**src/rtl/fetch_stage_if.sv**
```systemverilog
// Instruction-memory read port and fetched-instruction handshake
// shared by the fetch stage, the instruction memory and decode.
interface fetch_stage_if;
  logic        imem_req;
  logic [31:0] imem_addr;
  logic        imem_rvalid;
  logic [31:0] imem_rdata;
  logic [31:0] ir;
  logic [31:0] ir_pc;
  logic        ir_valid;
  logic        ir_ready;

  modport master (
    output imem_req,
    output imem_addr,
    input  imem_rvalid,
    input  imem_rdata,
    output ir,
    output ir_pc,
    output ir_valid,
    input  ir_ready
  );

  modport slave (
    input  imem_req,
    input  imem_addr,
    output imem_rvalid,
    output imem_rdata,
    input  ir,
    input  ir_pc,
    input  ir_valid,
    output ir_ready
  );
endinterface

```
**src/rtl/fetch_stage.sv**
```systemverilog
// TinyRisc-V fetch stage: owns the PC, issues one imem read
// at a time and hands the word to decode under valid/ready.
module fetch_stage #(
  parameter logic [31:0] RESET_PC     = 32'h0000_0000,
  parameter int          SEL_PC_WIDTH = 2,
  parameter logic [31:0] NOP_INSN     = 32'h0000_0013
) (
  input  logic                    clk,
  input  logic                    rst,
  input  logic                    c_fetch_stall,
  input  logic [SEL_PC_WIDTH-1:0] c_pc_sel,
  input  logic                    c_br_taken,
  input  logic [31:0]             c_next_pc,
  fetch_stage_if.master           bus
);

  typedef enum logic [1:0] {
    S_IDLE,
    S_WAIT,
    S_VALID
  } state_t;

  localparam logic [SEL_PC_WIDTH-1:0] SEL_JUMP   =
    SEL_PC_WIDTH'(1);
  localparam logic [SEL_PC_WIDTH-1:0] SEL_BRANCH =
    SEL_PC_WIDTH'(2);
  localparam logic [SEL_PC_WIDTH-1:0] SEL_HOLD   =
    SEL_PC_WIDTH'(3);

  state_t      r_state;
  logic [31:0] r_pc;
  logic        r_req;
  logic [31:0] r_addr;
  logic [31:0] r_ir;
  logic [31:0] r_ir_pc;
  logic        r_ir_valid;

  logic [31:0] w_pc_plus4;
  logic [31:0] w_target;
  logic [31:0] w_next_pc;

  // Targets are forced word-aligned; HOLD re-fetches the same PC
  always_comb begin
    w_pc_plus4 = r_pc + 32'd4;
    w_target   = c_next_pc & 32'hFFFF_FFFC;
    w_next_pc  = w_pc_plus4;
    unique case (1'b1)
      c_pc_sel == SEL_JUMP:
        w_next_pc = w_target;
      (c_pc_sel == SEL_BRANCH) && c_br_taken:
        w_next_pc = w_target;
      c_pc_sel == SEL_HOLD:
        w_next_pc = r_pc;
      default:
        w_next_pc = w_pc_plus4;
    endcase
  end

  always_ff @(posedge clk) begin
    if (!rst) begin
      r_state    <= S_IDLE;
      r_pc       <= RESET_PC;
      r_req      <= 1'b0;
      r_addr     <= RESET_PC;
      r_ir       <= NOP_INSN;
      r_ir_pc    <= RESET_PC;
      r_ir_valid <= 1'b0;
    end else begin
      r_req <= 1'b0;
      case (r_state)
        S_IDLE: begin
          if (!c_fetch_stall) begin
            r_req   <= 1'b1;
            r_addr  <= r_pc;
            r_state <= S_WAIT;
          end
        end
        S_WAIT: begin
          if (bus.imem_rvalid) begin
            r_ir       <= bus.imem_rdata;
            r_ir_pc    <= r_pc;
            r_ir_valid <= 1'b1;
            r_state    <= S_VALID;
          end
        end
        S_VALID: begin
          if (bus.ir_ready) begin
            r_ir_valid <= 1'b0;
            r_pc       <= w_next_pc;
            r_state    <= S_IDLE;
          end
        end
        default: r_state <= S_IDLE;
      endcase
    end
  end

  assign bus.imem_req  = r_req;
  assign bus.imem_addr = r_addr;
  assign bus.ir        = r_ir;
  assign bus.ir_pc     = r_ir_pc;
  assign bus.ir_valid  = r_ir_valid;

endmodule
```
**src/flat_wrapper.sv**
```systemverilog
// flat-port wrapper written by rule: the top's interface ports become plain ports
module fetch_stage_flat 
#(
  parameter logic [31:0] RESET_PC     = 32'h0000_0000,
  parameter int          SEL_PC_WIDTH = 2,
  parameter logic [31:0] NOP_INSN     = 32'h0000_0013
)
  (clk, rst, c_fetch_stall, c_pc_sel, c_br_taken, c_next_pc, bus_imem_req, bus_imem_addr, bus_imem_rvalid, bus_imem_rdata, bus_ir, bus_ir_pc, bus_ir_valid, bus_ir_ready);
  fetch_stage_if bus_i ();
  input  logic clk;
  input  logic rst;
  input  logic c_fetch_stall;
  input  logic [SEL_PC_WIDTH-1:0] c_pc_sel;
  input  logic c_br_taken;
  input  logic [31:0] c_next_pc;
  output wire logic [$bits(bus_i.imem_req)-1:0] bus_imem_req;
  output wire logic [$bits(bus_i.imem_addr)-1:0] bus_imem_addr;
  input wire logic [$bits(bus_i.imem_rvalid)-1:0] bus_imem_rvalid;
  input wire logic [$bits(bus_i.imem_rdata)-1:0] bus_imem_rdata;
  output wire logic [$bits(bus_i.ir)-1:0] bus_ir;
  output wire logic [$bits(bus_i.ir_pc)-1:0] bus_ir_pc;
  output wire logic [$bits(bus_i.ir_valid)-1:0] bus_ir_valid;
  input wire logic [$bits(bus_i.ir_ready)-1:0] bus_ir_ready;
  assign bus_imem_req = bus_i.imem_req;
  assign bus_imem_addr = bus_i.imem_addr;
  assign bus_i.imem_rvalid = bus_imem_rvalid;
  assign bus_i.imem_rdata = bus_imem_rdata;
  assign bus_ir = bus_i.ir;
  assign bus_ir_pc = bus_i.ir_pc;
  assign bus_ir_valid = bus_i.ir_valid;
  assign bus_i.ir_ready = bus_ir_ready;
  fetch_stage #(.RESET_PC(RESET_PC), .SEL_PC_WIDTH(SEL_PC_WIDTH), .NOP_INSN(NOP_INSN)) u_core (.clk(clk), .rst(rst), .c_fetch_stall(c_fetch_stall), .c_pc_sel(c_pc_sel), .c_br_taken(c_br_taken), .c_next_pc(c_next_pc), .bus(bus_i));
endmodule
```
**config.mk**
```make
export PLATFORM = sky130hd
export DESIGN_NAME = fetch_stage_flat
export DESIGN_NICKNAME = d
export VERILOG_FILES = /design/src/rtl/fetch_stage_if.sv /design/src/rtl/fetch_stage.sv /design/src/flat_wrapper.sv
export SDC_FILE = /design/constraint.sdc
export NUM_CORES = 1
export LEC_CHECK = 0
export BUFFER_PORTS_ARGS = -buffer_cell sky130_fd_sc_hd__buf_2
export CAP_MARGIN = 15
export CORE_MARGIN = 2
export CORE_UTILIZATION = 53
export CTS_BUF_LIST = sky130_fd_sc_hd__clkbuf_8
export CTS_CLUSTER_DIAMETER = 120
export CTS_CLUSTER_SIZE = 16
export DETAILED_ROUTE_END_ITERATION = 10
export GPL_ROUTABILITY_DRIVEN = 0
export PLACE_DENSITY = 0.83
export SYNTH_ARGS = -nofsm -noshare
export SYNTH_HDL_FRONTEND = slang
export SYNTH_SLANG_ARGS = --single-unit
```
**constraint.sdc**
```tcl
create_clock -name clk -period 2.4 [get_ports clk]
set_input_delay 0.36 -clock clk [delete_from_list [all_inputs] [get_ports clk]]
set_output_delay 0.36 -clock clk [all_outputs]
set_load 0.1 [all_outputs]
```
==> tab_implementation.tex, run 1 <==
\begin{tabular}{lr}
\hline
Metric & Value \\
\hline
\multicolumn{2}{l}{\textbf{Placed design}} \\
\quad Placed cells & roughly 940 \\
\quad Count of input and output buffers & roughly 160 \\
\quad DPL Wire Length & 10.28 mm \\
\quad Area after DPL & a little over 6000 um\^{}2 \\
\multicolumn{2}{l}{\textbf{Floorplanning}} \\
\quad Number of cell rows & 36 \\
\quad Area of the die & about 11000 um\^{}2 \\
\quad Initial core utilization & a little over half \\
\quad Floorplan die height & between 100 and 150 um \\
\quad Width of the chip & about 100 um \\
\quad Core box area & roughly 9800 um\^{}2 \\
\quad Top-Level Pins & 170 \\
\multicolumn{2}{l}{\textbf{CTS}} \\
\quad TritonCTS clock tree & done \\
\quad CTS Hold Bufs & 0 \\
\quad Count of buffers added by post-CTS timing repair for setup & 0 \\
\quad Clock transition time at the flip-flop clock pins of the worst setup and hold paths & about 70 ps \\
\quad Buffer type at the clock tree root & sky130\_fd\_sc\_hd\_\_clkbuf\_8 \\
\quad Clock latency on the worst-skew pair & between 400 and 500 ps \\
\quad Clock H-tree levels & 4 \\
\quad Maximum number of buffers from clock root to sink & 2 \\
\quad Number of clock buffers inserted by TritonCTS & 17 \\
\quad Resized cells post-CTS & 0 \\
\quad Clk sinks & around 130 \\
\multicolumn{2}{l}{\textbf{STA}} \\
\quad Number of failing hold endpoints at the final stage & 0 \\
\quad Worst clock skew & between 10 and 15 ps \\
\quad Transition at the pin with the smallest max-transition slack & about 1100 ps \\
\quad TNS Setup & 0 ps \\
\quad Fmax achieved & approximately 470 MHz \\
\quad Max Slew Vio Count & 0 \\
\quad Setup repair after global routing missed its margin & no \\
\quad Final critical-path required period & 2124 ps \\
\quad Fin crit share & 88.51\% \\
\quad Tightest hold margin & roughly 120 ps \\
\quad Max-slew headroom & between 20 and 30\% \\
\quad Final setup violation count & 0 \\
\multicolumn{2}{l}{\textbf{Detailed routing}} \\
\quad DR pass1 iterations & 5 \\
\quad Via density per instance & between 5 and 6 \\
\quad Detailed-route DRC error count & 0 \\
\quad Remaining antenna violation count & 0 \\
\quad Count of routing violations after the opening detailed-route iteration & $\sim$400 \\
\quad DRT Wirelength & $\sim$15 mm \\
\quad Vias after detailed routing & approximately 5400 \\
\quad Routed WL per cell & $\sim$15 um \\
\multicolumn{2}{l}{\textbf{Power and ir drop}} \\
\quad Leakage Power & approximately 2.8 nW \\
\quad VDD IR-drop max & 0.0004466 V \\
\quad Total power per unit cell area & 711.6 nW/um\^{}2 \\
\multicolumn{2}{l}{\textbf{Finish}} \\
\quad Net count of the finished layout & about 900 \\
\quad Relative area change from synthesis to final layout & 23.91\% \\
\quad Fill cell instance count of the final layout & around 850 \\
\quad Fraction of final layout cells sized beyond drive strength 1 & 27.99\% \\
\quad Design area & about 6600 um\^{}2 \\
\quad Antenna diode count & 0 \\
\quad Final Non-Filler Cells & 969 \\
\quad Fin util & about two thirds \\
\multicolumn{2}{l}{\textbf{Global routing}} \\
\quad Global-route congestion overflow total & 0 \\
\quad First-pass GRT wire length & 24.00 mm \\
\quad Number of global-route vias before repair & 4969 \\
\quad Layer with the highest usage after global routing & met2 \\
\quad Routing usage on met1 & between 30\% and 40\% \\
\quad Pin count of the biggest net entering global routing & 50 \\
\quad Met3 global-route usage & 6.767\% \\
\quad Antenna violations before repair & 0 \\
\quad Met2 Track Usage GR & a little under half \\
\quad Overall Global Routing Usage & around 27\% \\
\multicolumn{2}{l}{\textbf{Critical path}} \\
\quad Critical Path Sink Type & register \\
\quad Endpoint required time on the critical path & approximately 2800 ps \\
\quad CP Cell Sequence & ha\_1, nand3\_2, nor4\_4, and2\_1, a311oi\_1, a311oi\_2 \\
\quad Top cell family by delay on the critical path & simple AND/OR/NAND/NOR gates \\
\quad Critical path peak fanout & 9 \\
\quad Worst Path Buf+Inv & 0 \\
\quad Cell at the slowest stage of the critical path & sky130\_fd\_sc\_hd\_\_dfxtp\_1 \\
\quad Crit start category & register \\
\quad Peak per-stage delay on the critical path & approximately 450 ps \\
\quad Data arrival, critical path & about 2500 ps \\
\quad Startpoint-to-endpoint class of the critical path & register to register \\
\multicolumn{2}{l}{\textbf{Synth}} \\
\quad Synthesis warning total & 0 \\
\quad Fraction of registers with async set/reset & 0\% \\
\quad Most used flip-flop cell after synthesis & sky130\_fd\_sc\_hd\_\_dfxtp\_1 \\
\quad Mapped Avg Cell Area & roughly 8 um\^{}2 \\
\quad Sequential share of the synthesized area & between 40\% and 50\% \\
\quad Area of the mapped netlist & roughly 5300 um\^{}2 \\
\quad Register bit count reported by yosys & 126 \\
\quad Synth Instances & between 600 and 700 \\
\quad Count of flip-flops with a built-in enable after synthesis & 0 \\
\quad Number of distinct library cell variants in the gate-level netlist after synthesis & 60 \\
\multicolumn{2}{l}{\textbf{Status}} \\
\quad Run status & completed \\
\multicolumn{2}{l}{\textbf{Worst hold path}} \\
\quad Worst hold path type & primary input to register \\
\multicolumn{2}{l}{\textbf{Flow run}} \\
\quad MaxCap Viol Count & 0 \\
\hline
\end{tabular}
path summary, 6_finish.rpt:
| path | endpoint | cells past startpoint | slack (ps) | from |
|---|---|---|---|---|
| setup / recovery | u_core.r_pc[26] | 6 | 280 | u_core.r_pc[2] |
| hold / removal | u_core.bus.ir[0] | 3 | 120 | bus_imem_rdata[0] |
| setup reg to reg | u_core.r_pc[26] | 6 | 280 | u_core.r_pc[2] |
| hold reg to reg | u_core.bus.ir[24] | 2 | 450 | u_core.bus.ir[24] |
cell type report:
type	count	area [um^2]	share of cell area, %
tap	133	166.4	2.526
inverter	4	16.27	0.2469
clock inverter	12	143.9	2.184
timing repair buffer	178	953.4	14.47
sequential	126	2522	38.29
multi-input combinational	496	2510	38.10
clock buffer	20	275.3	4.179
placed cells by master (no fill, tap or decap), drive strengths merged, types with 2 or more instances in the layout:
cell / netlist / layout
a2bb2oi: 2 / 2
or2: 2 / 2
a31o: 3 / 3
nor4: 2 / 2
a311oi: 8 / 8
dfxtp: 126 / 126
o21a: 5 / 5
clkbuf: 44 / 20
and2: 4 / 4
clkinv: 0 / 4
nand4: 6 / 6
a22oi: 2 / 2
a211oi: 3 / 3
o221ai: 2 / 2
nor3: 14 / 14
o21ai: 18 / 18
nor2: 31 / 31
inv: 4 / 7
nand3: 18 / 18
nor2b: 3 / 3
bufinv: 0 / 3
nand2: 207 / 207
a21oi: 111 / 111
or3: 4 / 4
buf: 14 / 178
conb: 1 / 4
o211ai: 2 / 2
o221a: 4 / 4
clkinvlp: 0 / 2
and3: 13 / 13
and4: 6 / 6
o22ai: 4 / 4
o22a: 2 / 2
through the flow:
step                power [mW]  setup slack (ps)
finish                   4.688             275.8
global route             4.856             111.4
detailed placement       2.795             363.0
CTS                      4.705             297.8
global placement         2.779             423.5
floorplan                2.647             582.8
synthesized netlist by cell type, drive strengths merged, types with 2 or more instances:
cell type  count  area, um^2
a211oi         3       22.52
a21oi        111       555.5
a22oi          2       15.01
a2bb2oi        2       17.52
a311oi         8       76.32
a31o           3       26.28
and2           4       25.02
and3          13       88.83
and4           6       53.80
buf           14       117.6
clkbuf        44       175.2
dfxtp        126        2522
inv            4       15.01
nand2        207       779.5
nand3         18       95.09
nand4          6       52.55
nor2          31       123.9
nor2b          3       18.77
nor3          14       75.07
nor4           2       27.53
o211ai         2       15.01
o21a           5       37.54
o21ai         18       90.09
o221a          4       45.04
o221ai         2       17.52
o22a           2       17.52
o22ai          4       25.02
or2            2       12.51
or3            4       25.02
logic make-up (layout without fill, tap and decap cells):
family,count (synthesis),in the layout,share of synthesized area [%]
AOI/OAI and AO/OA,176,176,19.70
adders and majority gates,1,1,0.2353
buffers and inverters,62,214,5.789
DFF,126,126,47.45
muxes,1,1,0.1883
other,1,4,0.07054
and+or+nand+nor,314,314,26.57
worst min-delay path: cells and delay by family:
family	cells	cell delay (ps)
simple gates	2	100
buf+inv	1	80
power by group:
part	internal, mW	switching (mW)	leakage, nW
logic	0.131	0.457	1.53
registers	2.13	0.0335	1.02
clock network	1.10	0.837	0.219
metal layers:
metal | vias up | routed length, um | part of all wire [%]
met5 | - | 0 | 0
met4 | 0 | 386 | 2.6
met3 | 38 | 1073 | 7.2
met2 | 265 | 7453 | 50
met1 | 2504 | 6028 | 40
li1 | 2606 | - | -
state kept, by name, summed over array words and instances, names as in the netlist:
signal / count
u_core.bus.imem_addr: 30
u_core.bus.ir_valid: 1
u_core.r_pc: 30
u_core.bus.imem_req: 1
u_core.bus.ir: 32
u_core.bus.ir_pc: 30
u_core.r_state: 2
(Power assumes the default switching activity.)
==> run 2: changes to the inputs <==
Settings changed: BUFFER_PORTS_ARGS -buffer_cell sky130_fd_sc_hd__buf_2 to unset, CORE_UTILIZATION 53 to 65, DONT_BUFFER_PORTS set to 1, MAX_ROUTING_LAYER set to met4, PLACE_DENSITY 0.83 to 0.81.
==> run 2 against run 1 <==
Net effect: critical path depth unchanged; global-route usage is 7.6 points higher; setup slack better by 3.4 ps; critical path type unchanged; first-iteration DRC count is 13% higher; final area fell by 1.1%.
==> tab_implementation.tex, run 2 (synthesis results as in run 1) <==
\begin{tabular}{lr}
\hline
Metric & Value \\
\hline
\multicolumn{2}{l}{\textbf{CTS}} \\
\quad Maximum number of buffers from clock root to sink & 2 \\
\quad Clock transition time at the flip-flop clock pins of the worst setup and hold paths & approximately 70 ps \\
\quad TritonCTS clock tree & done \\
\quad Clock latency on the worst-skew pair & 430 ps \\
\quad Number of clock buffers inserted by TritonCTS & 17 \\
\quad Clock H-tree levels & 4 \\
\quad Buffer type at the clock tree root & sky130\_fd\_sc\_hd\_\_clkbuf\_8 \\
\quad Clk sinks & $\sim$130 \\
\multicolumn{2}{l}{\textbf{Finish}} \\
\quad Final Non-Filler Cells & 870 \\
\quad Antenna diode count & 0 \\
\quad Leading cell types in the layout, fill and taps excluded & sky130\_fd\_sc\_hd\_\_nand2\_1, sky130\_fd\_sc\_hd\_\_dfxtp\_1, sky130\_fd\_sc\_hd\_\_a21oi\_1 \\
\quad Design area & approximately 6500 um\^{}2 \\
\quad Fin util & 83.41\% \\
\quad Fill cell instance count of the final layout & slightly below 500 \\
\quad Relative area change from synthesis to final layout & 22.50\% \\
\quad Area taken by multi-input logic gates & $\sim$2500 um\^{}2 \\
\quad Flip-flop count of the largest register, all copies and words added & 32 \\
\quad Most common library cell in the layout ignoring fill and taps & sky130\_fd\_sc\_hd\_\_nand2\_1 \\
\quad Fraction of final layout cells sized beyond drive strength 1 & a little over a fifth \\
\quad Area taken by flip-flops and latches & 2522 um\^{}2 \\
\quad Net count of the finished layout & a little over 800 \\
\multicolumn{2}{l}{\textbf{Detailed routing}} \\
\quad DRT Wirelength & approximately 15 mm \\
\quad Remaining antenna violation count & 0 \\
\quad M1 wire length & roughly 5.6 mm \\
\quad DR pass1 iterations & 6 \\
\quad Detailed-route DRC error count & 0 \\
\quad DR top layer & met4 \\
\quad Wire length on met2 & between 7 and 8 mm \\
\quad Vias after detailed routing & between 5000 and 6000 \\
\quad Routed WL per cell & $\sim$18 um \\
\quad Via density per instance & $\sim$6.1 \\
\quad Count of routing violations after the opening detailed-route iteration & 447 \\
\quad Met3 layer wire length in the routed design & between 1.5 and 2 mm \\
\multicolumn{2}{l}{\textbf{Placed design}} \\
\quad DPL Wire Length & 9.988 mm \\
\quad Placed cells & $\sim$840 \\
\quad Count of input and output buffers & 0 \\
\quad Area after DPL & roughly 6000 um\^{}2 \\
\quad Post-Place Setup Slack & about 380 ps \\
\multicolumn{2}{l}{\textbf{STA}} \\
\quad Fmax achieved & $\sim$470 MHz \\
\quad Tightest hold margin & about 18 ps \\
\quad Transition at the pin with the smallest max-transition slack & 687.6 ps \\
\quad Worst clock skew & roughly 13 ps \\
\quad Final critical-path required period & 2121 ps \\
\quad Setup repair after global routing missed its margin & no \\
\quad TNS Setup & 0 ps \\
\quad Number of failing hold endpoints at the final stage & 0 \\
\quad Max-slew headroom & 54.16\% \\
\quad Fin crit share & $\sim$90\% \\
\quad Final setup violation count & 0 \\
\quad Final setup slack of the worst path & between 200 and 300 ps \\
\quad Max Slew Vio Count & 0 \\
\multicolumn{2}{l}{\textbf{Global routing}} \\
\quad Global-route congestion overflow total & 0 \\
\quad Number of global-route vias before repair & between 5000 and 6000 \\
\quad Pin count of the biggest net entering global routing & 63 \\
\quad First-pass GRT wire length & 23.67 mm \\
\quad Overall Global Routing Usage & a little over a third \\
\quad Antenna violations before repair & 0 \\
\multicolumn{2}{l}{\textbf{Floorplanning}} \\
\quad Top-Level Pins & 170 \\
\quad Number of cell rows & 32 \\
\quad Floorplan die height & roughly 94 um \\
\quad Initial core utilization & 68.09\% \\
\quad Area of the die & between 8000 and 9000 um\^{}2 \\
\quad Core box area & just under 8000 um\^{}2 \\
\quad Width of the chip & roughly 94 um \\
\multicolumn{2}{l}{\textbf{Status}} \\
\quad Run status & completed \\
\multicolumn{2}{l}{\textbf{Power and ir drop}} \\
\quad Leakage Power & 2.519 nW \\
\quad VDD IR-drop max & a little over 0.0006 V \\
\quad Sum of internal, switching and leakage power & about 4.8 mW \\
\quad Total power per unit cell area & roughly 740 nW/um\^{}2 \\
\multicolumn{2}{l}{\textbf{Critical path}} \\
\quad Number of cells on the worst reg-to-reg path & 6 \\
\quad Critical path peak fanout & 9 \\
\quad Startpoint of the most critical setup path & u\_core.r\_pc[2] \\
\quad R2R Path Start & u\_core.r\_pc[2] \\
\quad Startpoint-to-endpoint class of the critical path & register to register \\
\quad CP Cell Sequence & ha\_1, nand3\_2, nor4\_4, and2\_1, a311oi\_1, nor4\_1 \\
\quad Critical Path Sink Type & register \\
\quad Data arrival, critical path & 2430 ps \\
\quad Endpoint required time on the critical path & 2710 ps \\
\quad Peak per-stage delay on the critical path & between 400 and 500 ps \\
\quad Crit start category & register \\
\quad Cell at the slowest stage of the critical path & sky130\_fd\_sc\_hd\_\_dfxtp\_1 \\
\multicolumn{2}{l}{\textbf{Flow run}} \\
\quad MaxCap Viol Count & 0 \\
\multicolumn{2}{l}{\textbf{Worst hold path}} \\
\quad Worst min-delay path startpoint & rst \\
\quad Worst hold path type & primary input to register \\
\quad Number of cells on the worst hold path & 1 \\
\hline
\end{tabular}
-- run 2: cell types whose count changed in the layout (fill, tap and decap cells not counted), moves of 2 or more --
cell / before / now
sky130_fd_sc_hd__clkinv_4: 1 / 3
sky130_fd_sc_hd__bufinv_16: 3 / 5
sky130_fd_sc_hd__clkbuf_8: 20 / 18
sky130_fd_sc_hd__buf_4: 13 / 105
sky130_fd_sc_hd__inv_1: 6 / 4
sky130_fd_sc_hd__buf_2: 163 / 0
-- run 2: layout make-up --
cell class | count | area share (%)
clock buffers | 18 | 3.804
repair buffers | 110 | 13.41
well taps | 102 | 1.960
flip-flops and latches | 126 | 38.73
clock inverters | 14 | 3.305
multi-input cells | 496 | 38.54
inverters | 4 | 0.2498
-- run 2: power by group --
group	total (mW)	internal (mW)	switching (mW)	leakage, nW
logic	0.567	0.118	0.449	1.27
clock network	2.12	1.27	0.855	0.235
registers	2.16	2.13	0.0283	1.02
total	4.85	3.52	1.33	2.52
-- run 2: routing by layer --
| layer | vias up | track usage, % |
|---|---|---|
| li1 | 2478 | - |
| met3 | 36 | 9.737 |
| met2 | 323 | 58.51 |
| met1 | 2446 | 40.39 |
| met5 | - | - |
| met4 | 0 | 13.41 |
-- run 2: timing repair --
action / in CTS / in global routing
setup buffers: 0 / 0
hold buffers: 1 / 0
resized for setup: 0 / 0
endpoints found under the hold margin: 2 / 0
-- run 2: final timing paths --
kind	endpoint	slack (ps)
worst min register to register	u_core.bus.imem_addr[6]	460
worst max register to register	u_core.r_pc[24]	280
worst min-delay path	u_core.bus.ir[1]	20
worst max-delay path	u_core.r_pc[24]	280
-- run 2: worst max-delay path: cells and delay by family (launching register included) --
family                   cells  cell delay [ps]
AND/OR/NAND/NOR              4             1090
flip-flops                   1              450
AO/OA/AOI/OAI                1              200
adder cells (fa/ha/maj)      1              270
